### src/rtl/seq_mul_pkg.sv
// Shared definitions for the sequential shift-and-add multiplier.
//   - state_e : FSM state encoding (IDLE / RUN / DONE)
//   - SEQ_MUL_WIDTH : default operand width
package seq_mul_pkg;

  localparam int SEQ_MUL_WIDTH = 16;

  typedef enum logic [1:0] {
    ST_IDLE = 2'd0,
    ST_RUN  = 2'd1,
    ST_DONE = 2'd2
  } state_e;

endpackage

### src/rtl/seq_mul16_mul_add_2w.sv
// mul_add_2w: combinational 2*WIDTH-bit adder, carry-in 0, carry-out dropped.
// Built as two WIDTH-bit halves with the low-half carry chained into the high half.
// Ports:
//   op_a  in  2*WIDTH  addend
//   op_b  in  2*WIDTH  addend
//   sum   out 2*WIDTH  op_a + op_b (mod 2^(2*WIDTH))
module mul_add_2w #(
  parameter int WIDTH = 16
) (
  input  logic [2*WIDTH-1:0] op_a,
  input  logic [2*WIDTH-1:0] op_b,
  output logic [2*WIDTH-1:0] sum
);

  logic [WIDTH-1:0] sum_lo;
  logic [WIDTH-1:0] sum_hi;
  logic             carry_lo;

  always_comb begin
    {carry_lo, sum_lo} = {1'b0, op_a[WIDTH-1:0]} + {1'b0, op_b[WIDTH-1:0]};
    // Upper carry-out is discarded; the multiplier's accumulator never overflows.
    sum_hi = op_a[2*WIDTH-1:WIDTH] + op_b[2*WIDTH-1:WIDTH] + {{(WIDTH-1){1'b0}}, carry_lo};
    sum    = {sum_hi, sum_lo};
  end

endmodule

### src/rtl/seq_mul16.sv
// seq_mul16: sequential unsigned shift-and-add multiplier, WIDTH x WIDTH -> 2*WIDTH.
// One partial-product add per clock; WIDTH-cycle latency in the default build.
// Optional macro SEQ_MUL16_EARLY_TERM_EN: leave RUN as soon as the shifted
// multiplier is zero (latency = index of highest set bit of b, plus 1; minimum 1).
// Ports:
//   clk      in   1        rising-edge clock
//   reset    in   1        asynchronous active-high reset
//   start    in   1        request; sampled only when not busy
//   a        in   WIDTH    multiplicand, captured on accepted start
//   b        in   WIDTH    multiplier, captured on accepted start
//   busy     out  1        high in RUN
//   done     out  1        one-cycle pulse, product valid
//   product  out  2*WIDTH  result; held until next completion or reset
//
// state   | meaning
// IDLE    | waiting for start
// RUN     | one shift-and-add step per clock
// DONE    | product just updated; done=1; start here reloads immediately
module seq_mul16
  import seq_mul_pkg::*;
#(
  parameter int WIDTH = SEQ_MUL_WIDTH
) (
  input  logic               clk,
  input  logic               reset,
  input  logic               start,
  input  logic [WIDTH-1:0]   a,
  input  logic [WIDTH-1:0]   b,
  output logic               busy,
  output logic               done,
  output logic [2*WIDTH-1:0] product
);

  localparam int CW = $clog2(WIDTH) + 1;
  localparam logic [CW-1:0] CNT_LAST = CW'(WIDTH - 1);

  state_e             state_q, state_d;
  logic [2*WIDTH-1:0] acc_q, acc_d;
  logic [2*WIDTH-1:0] mcand_q, mcand_d;
  logic [WIDTH-1:0]   mplier_q, mplier_d;
  logic [CW-1:0]      cnt_q, cnt_d;
  logic [2*WIDTH-1:0] product_q, product_d;
  logic               busy_q, busy_d;
  logic               done_q, done_d;

  logic [2*WIDTH-1:0] sum;
  logic [2*WIDTH-1:0] acc_next;
  logic [WIDTH-1:0]   mplier_shr;
  logic               last_iter;

  mul_add_2w #(.WIDTH(WIDTH)) u_add (
    .op_a (acc_q),
    .op_b (mcand_q),
    .sum  (sum)
  );

  always_comb begin
    mplier_shr = mplier_q >> 1;
    acc_next   = mplier_q[0] ? sum : acc_q;
`ifdef SEQ_MUL16_EARLY_TERM_EN
    // Once no multiplier bits remain, further iterations would add nothing.
    last_iter  = (cnt_q == CNT_LAST) || (mplier_shr == '0);
`else
    last_iter  = (cnt_q == CNT_LAST);
`endif

    state_d   = state_q;
    acc_d     = acc_q;
    mcand_d   = mcand_q;
    mplier_d  = mplier_q;
    cnt_d     = cnt_q;
    product_d = product_q;
    busy_d    = 1'b0;
    done_d    = 1'b0;

    case (state_q)
      ST_IDLE, ST_DONE: begin
        if (start) begin
          acc_d    = '0;
          mcand_d  = {{WIDTH{1'b0}}, a};
          mplier_d = b;
          cnt_d    = '0;
          state_d  = ST_RUN;
          busy_d   = 1'b1;
        end else begin
          state_d = ST_IDLE;
        end
      end
      ST_RUN: begin
        acc_d    = acc_next;
        mcand_d  = mcand_q << 1;
        mplier_d = mplier_shr;
        cnt_d    = cnt_q + CW'(1);
        if (last_iter) begin
          product_d = acc_next;
          state_d   = ST_DONE;
          done_d    = 1'b1;
        end else begin
          busy_d = 1'b1;
        end
      end
      default: state_d = ST_IDLE;
    endcase
  end

  always_ff @(posedge clk or posedge reset) begin
    if (reset) begin
      state_q   <= ST_IDLE;
      acc_q     <= '0;
      mcand_q   <= '0;
      mplier_q  <= '0;
      cnt_q     <= '0;
      product_q <= '0;
      busy_q    <= 1'b0;
      done_q    <= 1'b0;
    end else begin
      state_q   <= state_d;
      acc_q     <= acc_d;
      mcand_q   <= mcand_d;
      mplier_q  <= mplier_d;
      cnt_q     <= cnt_d;
      product_q <= product_d;
      busy_q    <= busy_d;
      done_q    <= done_d;
    end
  end

  assign busy    = busy_q;
  assign done    = done_q;
  assign product = product_q;

endmodule

### config.mk
export PLATFORM = sky130hd
export DESIGN_NAME = seq_mul16
export DESIGN_NICKNAME = d
export VERILOG_FILES = /design/src/rtl/seq_mul_pkg.sv /design/src/rtl/seq_mul16_mul_add_2w.sv /design/src/rtl/seq_mul16.sv
export SDC_FILE = /design/constraint.sdc
export NUM_CORES = 1
export LEC_CHECK = 0
export ABC_AREA = 0
export ABC_CLOCK_PERIOD_IN_PS = 5700
export BUFFER_PORTS_ARGS = -buffer_cell sky130_fd_sc_hd__buf_2
export CAP_MARGIN = 0
export CELL_PAD_IN_SITES_DETAIL_PLACEMENT = 1
export CELL_PAD_IN_SITES_GLOBAL_PLACEMENT = 1
export CORE_MARGIN = 2
export CORE_UTILIZATION = 46
export DETAILED_ROUTE_END_ITERATION = 16
export GPL_TIMING_DRIVEN = 0
export PLACE_DENSITY_LB_ADDON = 0.1
export SLEW_MARGIN = 20
export SYNTH_ARGS = -nofsm -noshare
export SYNTH_HDL_FRONTEND = slang
export SYNTH_SLANG_ARGS = --single-unit
### constraint.sdc
create_clock -name clk -period 5.7 [get_ports clk]
set_input_delay 1.425 -clock clk [delete_from_list [all_inputs] [get_ports clk]]
set_output_delay 1.425 -clock clk [all_outputs]
set_load 0.05 [all_outputs]
==> summary.log, run 1 <==
qor: critical_path.critical_path.endpoint_type flop
qor: yosys.library_cells_used_by_synthesis 46
qor: power.p_sw_share 45.7%
qor: grt.pin_count_of_the_biggest_net_entering_global_routing 68
qor: placement.finalWeightedCongestion 0.882
qor: critical_path.critical_path.max_stage_delay 0.44 ns
qor: clocking.clk_pin_slew 0.06 ns
qor: yosys.synth_seq_cells 121
qor: final_layout.synthToLayoutAreaGrowth 19.7%
qor: sta.skew 0.0106 ns
qor: placement.place_ws 1.05 ns
qor: power.power.density_cell_area 727 mW/mm2
qor: power.power_consumption 5.54 mW
qor: grt.overflow 0
qor: grt.grt_pass1_vias 6,089
qor: routing.vias 5,640
qor: worst_hold_path.hold_class flop to flop
qor: die.starting_density_of_the_core 47.5%
qor: sta.clock.fmax 0.212 GHz
qor: yosys.syn-cell-area 0.00637 mm2
qor: routing.post_route_drc 0
qor: grt.globalRouteTotalUtil 28.6%
qor: critical_path.worstPathArrival 5.03 ns
qor: placement.hpwlAfterDp 14,000 um
qor: clocking.cts_tree done
qor: grt.global_route_wire_length_before_repair 32,000 um
qor: routing.wl 20,000 um
qor: power.clockPowerShare 22.0%
qor: power.switchingPower 2.54 mW
qor: critical_path.cpMostUsedCell fa_1
qor: clocking.worstSkewPairLatency 0.43 ns
qor: clocking.cts_made_buffers 17
qor: power.power.ir.vdd_worst 0.281 mV
qor: die.design.die.area 0.0148 mm2
qor: sta.slew_violations 0
qor: worst_hold_path.min_delay_worst_endpoint mplier_q[14]
qor: yosys.syn_avg_cell_area 9.48 um2
qor: critical_path.worstReg2RegEnd product[26]
qor: critical_path.worst_r2r_startpoint mcand_q[0]
qor: yosys.synth_fp_nets 742
qor: clocking.htree_levels 4
qor: run.max_cap_violations 0
qor: clocking.numClockSinks 121
qor: yosys.synth.yosys.seq_area_share 47.5%
qor: sta.finalHoldViolations 0
qor: critical_path.critPathMaxFanout 4
qor: yosys.yosysWarningCount 0
qor: sta.unrepaired_setup_endpoints_after_global_routing false
qor: worst_hold_path.worstHoldStart mplier_q[14]
qor: placement.numPortBuffers 68
qor: sta.tightest_slew 0.818 ns
qor: yosys.synthArstFlopShare 100%
qor: sta.final-setup-viol-count 0
qor: routing.vias_per_cell 5.94
qor: final_layout.drive_above_1_share 14.6%
qor: critical_path.worst-r2r-cell-count 19
qor: sta.max_slew_margin 45.5%
qor: power.power.share.sequential 27.9%
qor: yosys.synth_enable_flop_cells 0
qor: critical_path.reg_to_reg_slack_setup 0.98 ns
qor: grt.antenna_found_initial 0
qor: critical_path.worstSetupPathType flop to flop
qor: die.top_level_ports 69
qor: sta.fin_crit_sh 82.8%
qor: routing.drtPass1Iterations 5
qor: critical_path.timing.critical_path.required 6.01 ns
qor: outcome.outcome complete, no violations
qor: power.power.static_leakage 3.71 nW
qor: power.comb_power_share 50.1%
qor: final_layout.antenna-diode-count 0
qor: die.die_w 122 um
qor: die.die_height 122 um
qor: critical_path.type_of_element_launching_the_critical_path flop
qor: clocking.hold_buffers_post_cts 0
qor: worst_hold_path.worst_hold_path_cell_count 2
qor: clocking.postCtsResizedCells 0
qor: yosys.yosys_most_used_dff dfrtp_1
qor: sta.postLayoutSetupSlackWorst 0.982 ns
qor: clocking.cts_root_buf clkbuf_16
qor: clocking.post_cts.repair.setup_buffers 0
qor: die.core_area 0.0134 mm2
qor: sta.period_needed 4.72 ns
qor: routing.drt.antenna.violating_nets 0
qor: critical_path.critical_path.cell_chain ha_1, inv_1, fa_1, nor2b_1, o21ai_1, a21boi_1, o31a_1, o31a_1, a21o_1, a21oi_1, fa_1, fa_1, nor2b_1, o2111ai_1, nand2_1, a31oi_1, o21ai_0, mux2i_1, a211o_1
qor: die.standard_cell_rows 42
qor: power.power.internal 3.01 mW
qor: routing.routed_wire_length_per_instance 21.1 um
qor: sta.final.setup.tns 0 ns
qor: yosys.synthesis.instances 672
qor: clocking.clockBufferDepth 2
qor: critical_path.cpMaxStageDelayCell fa_1
qor: final_layout.finish.net_count 830
qor: routing.initialDrtViolationCount 407
==> worst max-delay path: cells and delay by family, from the launching register on <==
family	cells	cell delay (ns)
AOI/OAI and AO/OA	10	2.05
adders and majority gates	4	1.47
and+or+nand+nor	3	0.45
DFF	1	0.39
muxes	1	0.17
buffers and inverters	1	0.07
==> sequential cells by signal, summed over array words and instances (netlist names) <==
| register | flops |
|---|---|
| cnt_q | 5 |
| product | 32 |
| state_q | 2 |
| acc_q | 32 |
| busy | 1 |
| done | 1 |
| mplier_q | 16 |
| mcand_q | 32 |
==> area by class of cell <==
cell class                 instances  area, um2
fill                            1579       5780
multi-input combinational        490       3110
sequential                       121       3030
clock buffer                      21        470
timing repair buffer              69        368
tap                              176        220
clock inverter                    11        193
buffer                            41        155
inverter                          20       80.1
==> layer usage <==
metal  vias to the layer above  track usage [%]  wire, um
met2                       135             49.5      9970
met3                        43             6.04       845
met1                      2890             34.9      8550
met4                         0             11.9       656
met5                         -                0         0
li1                       2572                -         -
==> power groups by stage <==
stage | combinational, mW | sequential, mW | clock, mW
2_1_floorplan | 1.64 | 1.85 | 0
3_3_place_gp | 2.59 | 1.52 | 0
3_5_place_dp | 2.72 | 1.55 | 0
4_1_cts | 2.78 | 1.54 | 1.23
5_1_grt | 3.03 | 1.59 | 1.27
6_report | 2.78 | 1.55 | 1.22
==> placed cells by master, fill, tap and decap left out, drive strengths merged, types with 6 or more instances in the layout <==
cell type	synthesis	final
a21o	13	13
a21oi	34	34
a22o	17	17
a22oi	28	28
a31o	9	9
and3	20	20
buf	6	75
clkbuf	35	56
dfrtp	121	121
ha	32	32
inv	20	20
mux2i	9	9
nand2	109	109
nand2b	6	6
nand3	34	34
nor2	24	24
nor2b	6	6
nor3	6	6
o21a	7	7
o21ai	63	63
xnor2	18	18
xor2	8	8
==> logic make-up after synthesis <==
kind of cell | count (synthesis) | share of synthesized area, %
flops | 121 | 47.5
compound gates | 203 | 21.1
fa+ha+maj | 35 | 7.23
simple gates | 216 | 15.4
xor+xnor | 26 | 3.58
mux | 10 | 1.59
buf+inv | 61 | 3.61
==> cell usage after synthesis, types with 7 or more instances <==
cell / count / area (um2)
dfrtp_1: 121 / 3030
mux2i_1: 9 / 90.1
xor2_1: 8 / 70.1
ha_1: 32 / 400
o21a_1: 7 / 52.6
a31o_2: 9 / 78.8
a21oi_1: 34 / 170
a22o_1: 17 / 149
clkbuf_1: 35 / 131
nand3_1: 34 / 170
a21o_1: 13 / 97.6
a22oi_1: 28 / 210
xnor2_1: 18 / 158
nand2_1: 109 / 409
and3_1: 20 / 125
nor2_1: 24 / 90.1
o21ai_0: 61 / 305
inv_1: 20 / 75.1
==> worst max path at each step <==
stage                    start     endpoint  slack [ns]
floorplan                reset     acc_q[0]        1.06
global placement         reset  product[27]       -0.41
detailed placement  mcand_q[0]  product[26]        1.05
CTS                 mcand_q[0]  product[26]        0.99
global route        mcand_q[0]  product[26]        0.71
finish              mcand_q[0]  product[26]        0.98
==> per-stage QoR <==
| stage | instances | hold WS, ns | area (um2) | util, % |
|---|---|---|---|---|
| after floorplan | 672 | 0.446 | 6370 | - |
| after global placement | 916 | 0.458 | 6930 | 51.7 |
| after detailed placement | 917 | 0.463 | 6960 | 52.0 |
| after CTS | 949 | 0.477 | 7620 | 56.9 |
| after global routing | 949 | 0.491 | 7620 | 56.9 |
| final | 949 | 0.474 | 7620 | 56.9 |
Note: power is estimated with default switching activity, not from simulation.
==> run 2, diff against run 1 <==
--- a/config.mk
+++ b/config.mk
@@ -6,13 +6,13 @@
 export NUM_CORES = 1
 export LEC_CHECK = 0
 export ABC_AREA = 0
-export ABC_CLOCK_PERIOD_IN_PS = 5700
+export ABC_CLOCK_PERIOD_IN_PS = 4300
 export BUFFER_PORTS_ARGS = -buffer_cell sky130_fd_sc_hd__buf_2
 export CAP_MARGIN = 0
 export CELL_PAD_IN_SITES_DETAIL_PLACEMENT = 1
 export CELL_PAD_IN_SITES_GLOBAL_PLACEMENT = 1
 export CORE_MARGIN = 2
-export CORE_UTILIZATION = 46
+export CORE_UTILIZATION = 41
 export DETAILED_ROUTE_END_ITERATION = 16
 export GPL_TIMING_DRIVEN = 0
 export PLACE_DENSITY_LB_ADDON = 0.1
==> constraint.sdc (replaced) <==
create_clock -name clk -period 4.3 [get_ports clk]
set_input_delay 1.075 -clock clk [delete_from_list [all_inputs] [get_ports clk]]
set_output_delay 1.075 -clock clk [all_outputs]
set_load 0.05 [all_outputs]
==> run 2 against run 1 <==
Non-clock buffer count rose by 6. Sequential cell count did not move. Die area rose by 12%. Clock power up 18%. Critical path depth is 3 lower. Clock-buffer cell count shrank 3. Global-route usage is 3.3 points lower. Fmax rose by 15%. Cell count rose by 1.9%. Routed wire length decreased by 0.95%. Largest cell class unchanged. Highest routed layer unchanged.
==> summary.log, run 2 (synthesis gave the netlist of run 1 again) <==
qor: outcome.outcome complete, no violations
qor: power.power_consumption 7.21 mW [+30%]
qor: power.power.density_cell_area 941 mW/mm2 [+29%]
qor: sta.fin_crit_sh 95.3% [+13 points]
qor: grt.antenna_found_initial 0 [unchanged]
qor: clocking.numClockSinks 121 [unchanged]
qor: routing.drt.antenna.violating_nets 0 [unchanged]
qor: final_layout.layout.cells.non_filler 967 [+1.9%]
qor: critical_path.worst_r2r_startpoint acc_q[2]
qor: clocking.cts_made_buffers 17 [unchanged]
qor: routing.wl 19,800 um [-0.95%]
qor: sta.max_slew_margin 47.0% [+1.5 points]
qor: grt.gr-max-usage-layer met2
qor: sta.tightest_slew 0.795 ns [-0.0231 ns]
qor: die.die_w 129 um [+5.7%]
qor: clocking.cts_tree done
qor: power.power.ir.vdd_worst 0.353 mV [+26%]
qor: placement.finalWeightedCongestion 0.883 [about the same]
qor: clocking.htree_levels 4 [unchanged]
qor: sta.finalHoldViolations 0 [unchanged]
qor: clocking.worstSkewPairLatency 0.43 ns [about the same]
qor: grt.globalRouteTotalUtil 25.3% [-3.3 points]
qor: die.design.die.area 0.0165 mm2 [+12%]
qor: clocking.cts_root_buf clkbuf_16
qor: grt.grt_pass1_vias 6,004 [-1.4%]
qor: placement.placed_area 0.00698 mm2 [+0.22%]
qor: routing.routed_wire_length_per_instance 20.5 um [-2.8%]
qor: final_layout.synthToLayoutAreaGrowth 20.4%
qor: grt.gr-usage-met2 42.6% [-6.9 points]
qor: critical_path.worstPathArrival 4.42 ns [-0.61 ns]
qor: sta.final.setup.tns 0 ns [unchanged]
qor: die.standard_cell_rows 45 [+7.1%]
qor: placement.numPortBuffers 68 [unchanged]
qor: power.power.static_leakage 3.71 nW [-0.13%]
qor: run.max_cap_violations 0 [unchanged]
qor: grt.pin_count_of_the_biggest_net_entering_global_routing 67 [-1.5%]
qor: worst_hold_path.worstHoldStart product[16]
qor: clocking.clockBufferDepth 2 [unchanged]
qor: final_layout.highest_count_cells_in_the_layout_ignoring_fill_and_taps dfrtp_1 (121), nand2_1 (108), buf_2 (69)
qor: final_layout.layout.cell_area.non_filler 0.00767 mm2 [+0.57%]
qor: sta.postLayoutSetupSlackWorst 0.201 ns [-0.781 ns]
qor: sta.skew 0.00837 ns [-0.00225 ns]
qor: sta.whs 0.469 ns [-0.00517 ns]
qor: die.top_level_ports 69 [unchanged]
qor: worst_hold_path.hold_class flop to flop
qor: critical_path.critPathMaxFanout 4 [unchanged]
qor: final_layout.antenna-diode-count 0 [unchanged]
qor: grt.global_route_wire_length_before_repair 31,900 um [-0.23%]
qor: routing.vias_per_cell 5.79 [-2.6%]
qor: routing.initialDrtViolationCount 266 [-35%]
qor: final_layout.drive_above_1_share 17.3% [+2.7 points]
qor: die.core_area 0.0152 mm2 [+13%]
qor: routing.post_route_drc 0 [unchanged]
qor: die.die_height 129 um [+5.7%]
qor: final_layout.final_common_cell dfrtp_1
qor: final_layout.finish.net_count 836 [+0.72%]
qor: sta.slew_violations 0 [unchanged]
qor: routing.vias 5,599 [-0.73%]
qor: grt.overflow 0 [unchanged]
qor: grt.global_route_met3_usage 4.41% [-1.6 points]
qor: critical_path.timing.critical_path.required 4.62 ns [-1.39 ns]
qor: critical_path.worst_setup_path_startpoint acc_q[2]
qor: placement.place_inst 929 [+1.3%]
qor: sta.period_needed 4.10 ns [-0.619 ns]
qor: final_layout.layout.core_utilization 50.4% [-6.5 points]
qor: clocking.clk_pin_slew 0.06 ns [about the same]
qor: critical_path.type_of_element_launching_the_critical_path flop
qor: die.starting_density_of_the_core 41.9% [-5.6 points]
qor: grt.groute.layer.met1.usage 32.6% [-2.3 points]
qor: final_layout.final.fill_count 1,738 [+10%]
qor: critical_path.critical_path.endpoint_type flop
qor: placement.hpwlAfterDp 14,000 um [+0.31%]
qor: sta.clock.fmax 0.244 GHz [+15%]
qor: placement.place_ws -0.323 ns [-1.37 ns]
qor: routing.drtPass1Iterations 4 [-1]
qor: sta.final-setup-viol-count 0 [unchanged]
qor: critical_path.worstSetupPathType flop to flop
-- run 2: changes by cell type in the layout (fill, tap and decap cells not counted), sizes merged --
cell	delta
clkbuf	-3
bufinv	-3
clkinvlp	+2
clkinv	+2
inv	+2
buf	+6
-- run 2: timing repair --
item	CTS	global route
setup buffers	1	5
gates resized for setup	8	11
hold endpoints to repair	0	0
pin swaps	2	8
hold buffers	0	0
endpoints found under the setup margin	8	13
-- run 2: worst max-delay path, cell delays in order, from the launching register on --
cell	delay (ns)
dfrtp_1	0.40
ha_1	0.35
nor2b_1	0.16
o21ai_1	0.19
a21boi_2	0.10
o31a_1	0.32
o31a_1	0.32
a21o_1	0.20
a21oi_2	0.19
fa_2	0.24
nand2b_1	0.14
a21oi_2	0.08
o31a_1	0.30
a211oi_1	0.27
o2111ai_1	0.25
a31o_2	0.31
a21o_1	0.16
-- run 2: where the power goes --
| group | leakage (nW) | switching (mW) | total (mW) | internal, mW |
|---|---|---|---|---|
| clock | 0.279 | 0.567 | 1.44 | 0.869 |
| sequential | 1.54 | 0.389 | 2.04 | 1.66 |
| combinational | 1.89 | 2.42 | 3.73 | 1.31 |
-- run 2: worst paths after layout --
check	to	slack [ns]	cells past startpoint
hold / removal	product[16]	0.47	2
setup reg to reg	acc_q[31]	0.20	16
hold reg to reg	product[16]	0.47	2
min in group asynchronous	mplier_q[9]	0.71	2
setup / recovery	acc_q[31]	0.20	16
max in group asynchronous	acc_q[30]	2.86	3
-- run 2: layout make-up --
| cell class | instances | area (um2) | area share (%) |
|---|---|---|---|
| multi-input combinational | 490 | 3170 | 41.3 |
| sequential | 121 | 3030 | 39.5 |
| clock buffer | 18 | 439 | 5.73 |
| timing repair buffer | 75 | 413 | 5.38 |
| buffer | 41 | 155 | 2.02 |
| tap | 188 | 235 | 3.07 |
| inverter | 20 | 80.1 | 1.04 |
| clock inverter | 14 | 149 | 1.94 |
-- run 2: routing by layer --
layer	wire length [um]	vias to the layer above
met5	0	-
met4	436	0
met3	698	27
met2	9750	123
met1	8960	2855
li1	-	2594
==> run 3, diff against run 2 <==
--- a/config.mk
+++ b/config.mk
@@ -11,6 +11,7 @@
 export CAP_MARGIN = 0
 export CELL_PAD_IN_SITES_DETAIL_PLACEMENT = 1
 export CELL_PAD_IN_SITES_GLOBAL_PLACEMENT = 1
+export CORE_ASPECT_RATIO = 0.8
 export CORE_MARGIN = 2
 export CORE_UTILIZATION = 41
 export DETAILED_ROUTE_END_ITERATION = 16
==> run 3 against run 2 <==
Worst hold slack improved by 0.011 ns. Utilization increased by 2.5 points. Non-clock buffer count increased by 6. Die area about the same. Worst setup slack got worse by 0.13 ns. Fmax decreased by 3.0%.
==> summary.log, run 3 (synthesis gave the netlist of run 1 again) <==
qor: outcome.outcome complete, no violations
qor: grt.overflow 0 [unchanged]
qor: sta.skew 0.00858 ns [+0.000211 ns]
qor: run.max_cap_violations 0 [unchanged]
qor: power.power.ir.vdd_worst 0.389 mV [+10%]
qor: clocking.clk_pin_slew 0.06 ns [about the same]
qor: clocking.cts_tree done
qor: die.starting_density_of_the_core 42.1% [+0.24 points]
qor: final_layout.final.fill_count 1,725 [-0.75%]
qor: clocking.cts_made_buffers 17 [unchanged]
qor: sta.finalHoldViolations 0 [unchanged]
qor: power.power.static_leakage 3.83 nW [+3.3%]
qor: sta.slew_violations 0 [unchanged]
qor: sta.unrepaired_setup_endpoints_after_global_routing true
qor: final_layout.layout.cells.non_filler 995 [+2.9%]
qor: power.clockPowerShare 23.0% [+3.1 points]
qor: power.power.share.sequential 26.5% [-1.8 points]
qor: clocking.hold_buffers_post_cts 0 [unchanged]
qor: grt.globalRouteTotalUtil 26.2% [+0.92 points]
qor: final_layout.synthToLayoutAreaGrowth 25.6%
qor: sta.final.setup.tns 0 ns [unchanged]
qor: clocking.cts_root_buf clkbuf_16
qor: clocking.worstSkewPairLatency 0.43 ns [about the same]
qor: final_layout.multi_input_area 0.00328 mm2 [+3.6%]
qor: critical_path.timing.critical_path.required 4.62 ns [about the same]
qor: power.p_sw_share 44.8% [-2.1 points]
qor: grt.antenna_found_initial 0 [unchanged]
qor: sta.clock.fmax 0.237 GHz [-3.0%]
qor: grt.global_route_wire_length_before_repair 32,900 um [+3.0%]
qor: die.core_area 0.0151 mm2 [-0.58%]
qor: routing.post_route_drc 0 [unchanged]
qor: routing.vias 5,689 [+1.6%]
qor: placement.finalWeightedCongestion 0.863 [-2.2%]
qor: power.comb_power_share 50.5% [-1.2 points]
qor: final_layout.highest_count_cells_in_the_layout_ignoring_fill_and_taps dfrtp_1 (121), nand2_1 (109), buf_2 (69)
qor: die.die_height 115 um [-10%]
qor: final_layout.antenna-diode-count 0 [unchanged]
qor: routing.initialDrtViolationCount 368 [+38%]
qor: critical_path.worstSetupPathType flop to flop
qor: critical_path.critPathMaxFanout 4 [unchanged]
qor: placement.place_inst 951 [+2.4%]
qor: die.top_level_ports 69 [unchanged]
qor: routing.drtPass1Iterations 5 [+1]
qor: sta.postLayoutSetupSlackWorst 0.0731 ns [-0.128 ns]
qor: sta.max_slew_margin 45.7% [-1.3 points]
qor: clocking.htree_levels 4 [unchanged]
qor: grt.pin_count_of_the_biggest_net_entering_global_routing 74 [+10%]
qor: power.power.internal 4.31 mW [+12%]
qor: final_layout.finish.net_count 842 [+0.72%]
qor: placement.numPortBuffers 68 [unchanged]
qor: placement.hpwlAfterDp 14,200 um [+1.1%]
qor: routing.vias_per_cell 5.72 [-1.3%]
qor: critical_path.critical_path.endpoint_type flop
qor: clocking.numClockSinks 121 [unchanged]
qor: final_layout.area.sequential 0.00303 mm2 [unchanged]
qor: sta.period_needed 4.23 ns [+0.128 ns]
qor: final_layout.drive_above_1_share 19.2% [+1.9 points]
qor: die.die_w 143 um [+11%]
qor: power.switchingPower 3.49 mW [+3.3%]
qor: routing.wl 20,800 um [+5.0%]
qor: sta.fin_crit_sh 98.3% [+3.0 points]
qor: sta.tightest_slew 0.815 ns [+0.0200 ns]
qor: die.design.die.area 0.0166 mm2 [about the same]
qor: final_layout.final_common_cell dfrtp_1
qor: sta.final-setup-viol-count 0 [unchanged]
qor: critical_path.type_of_element_launching_the_critical_path flop
qor: die.standard_cell_rows 40 [-11%]
qor: placement.place_ws -0.435 ns [-0.112 ns]
qor: routing.drt.antenna.violating_nets 0 [unchanged]
qor: routing.routed_wire_length_per_instance 20.9 um [+2.0%]
qor: worst_hold_path.hold_class flop to flop
qor: grt.grt_pass1_vias 6,041 [+0.62%]
qor: critical_path.worstPathArrival 4.54 ns [+0.12 ns]
qor: clocking.clockBufferDepth 2 [unchanged]
qor: power.power.density_cell_area 975 mW/mm2 [+3.7%]
-- run 3: changes by cell type in the layout (fill, tap and decap cells not counted), moves of 2 or more --
cell,delta
ha_1,-4
bufinv_16,+6
inv_6,-2
clkinvlp_4,-3
buf_4,+6
clkinv_4,-2
clkbuf_8,+2
a21oi_4,+2
a21oi_2,-2
ha_4,+5
-- run 3: layer usage --
metal,up-vias,part of all wire (%),wire [um],track usage [%]
met2,154,48,9900,42.9
met5,-,0,0,0
met1,2888,45,9450,35.1
li1,2613,-,-,-
met4,0,1.5,315,7.78
met3,34,5.6,1160,6.24
-- run 3: worst paths after layout --
path	from	to	slack, ns	cells after the start
max reg2reg	mcand_q[0]	acc_q[31]	0.07	18
max	mcand_q[0]	acc_q[31]	0.07	18
min reg2reg	mplier_q[10]	mplier_q[10]	0.48	2
min	mplier_q[10]	mplier_q[10]	0.48	2
min in group asynchronous	reset	product[20]	0.77	2
max in group asynchronous	reset	mcand_q[12]	2.82	3
-- run 3: critical path, cell delays in order, from the launching register on --
cell      delay, ns
dfrtp_1        0.37
ha_2           0.20
inv_2          0.04
fa_2           0.36
nor2b_2        0.13
o21ai_2        0.07
a21boi_2       0.19
o31a_1         0.20
o31a_1         0.20
a21o_1         0.18
a21oi_4        0.09
fa_2           0.43
nand2b_4       0.17
a21oi_4        0.16
o31a_1         0.27
a21oi_2        0.11
a2111o_1       0.49
a31o_2         0.26
a21o_1         0.18
-- run 3: final cells by class --
class / count / area share, %
inverter: 20 / 1.00
multi-input combinational: 490 / 41.0
tap: 210 / 3.28
timing repair buffer: 81 / 5.73
clock buffer: 20 / 5.83
sequential: 121 / 37.9
clock inverter: 12 / 3.33
buffer: 41 / 1.94
-- run 3: power by group through the flow --
stage	clock network (mW)	logic, mW	registers (mW)
2_1_floorplan	0	2.17	2.45
3_3_place_gp	0	3.46	2.03
3_5_place_dp	0	3.62	2.06
4_1_cts	1.81	3.73	2.05
5_1_grt	1.86	4.31	2.14
6_report	1.79	3.94	2.07
-- run 3: what timing repair did --
item                       CTS  global route
setup buffers                3             9
resized for setup            9            24
setup endpoints to repair   12            12
pin swaps                    4            13
-- run 3: metrics by stage --
step	util, %	hold slack (ns)	instance area, um2	total power [mW]
global placement	46.1	0.460	6970	5.49
floorplan	-	0.446	6370	4.63
CTS	51.5	0.482	7790	7.58
global route	52.9	0.506	8000	8.30
detailed placement	46.3	0.469	7000	5.67
finish	52.9	0.480	8000	7.80
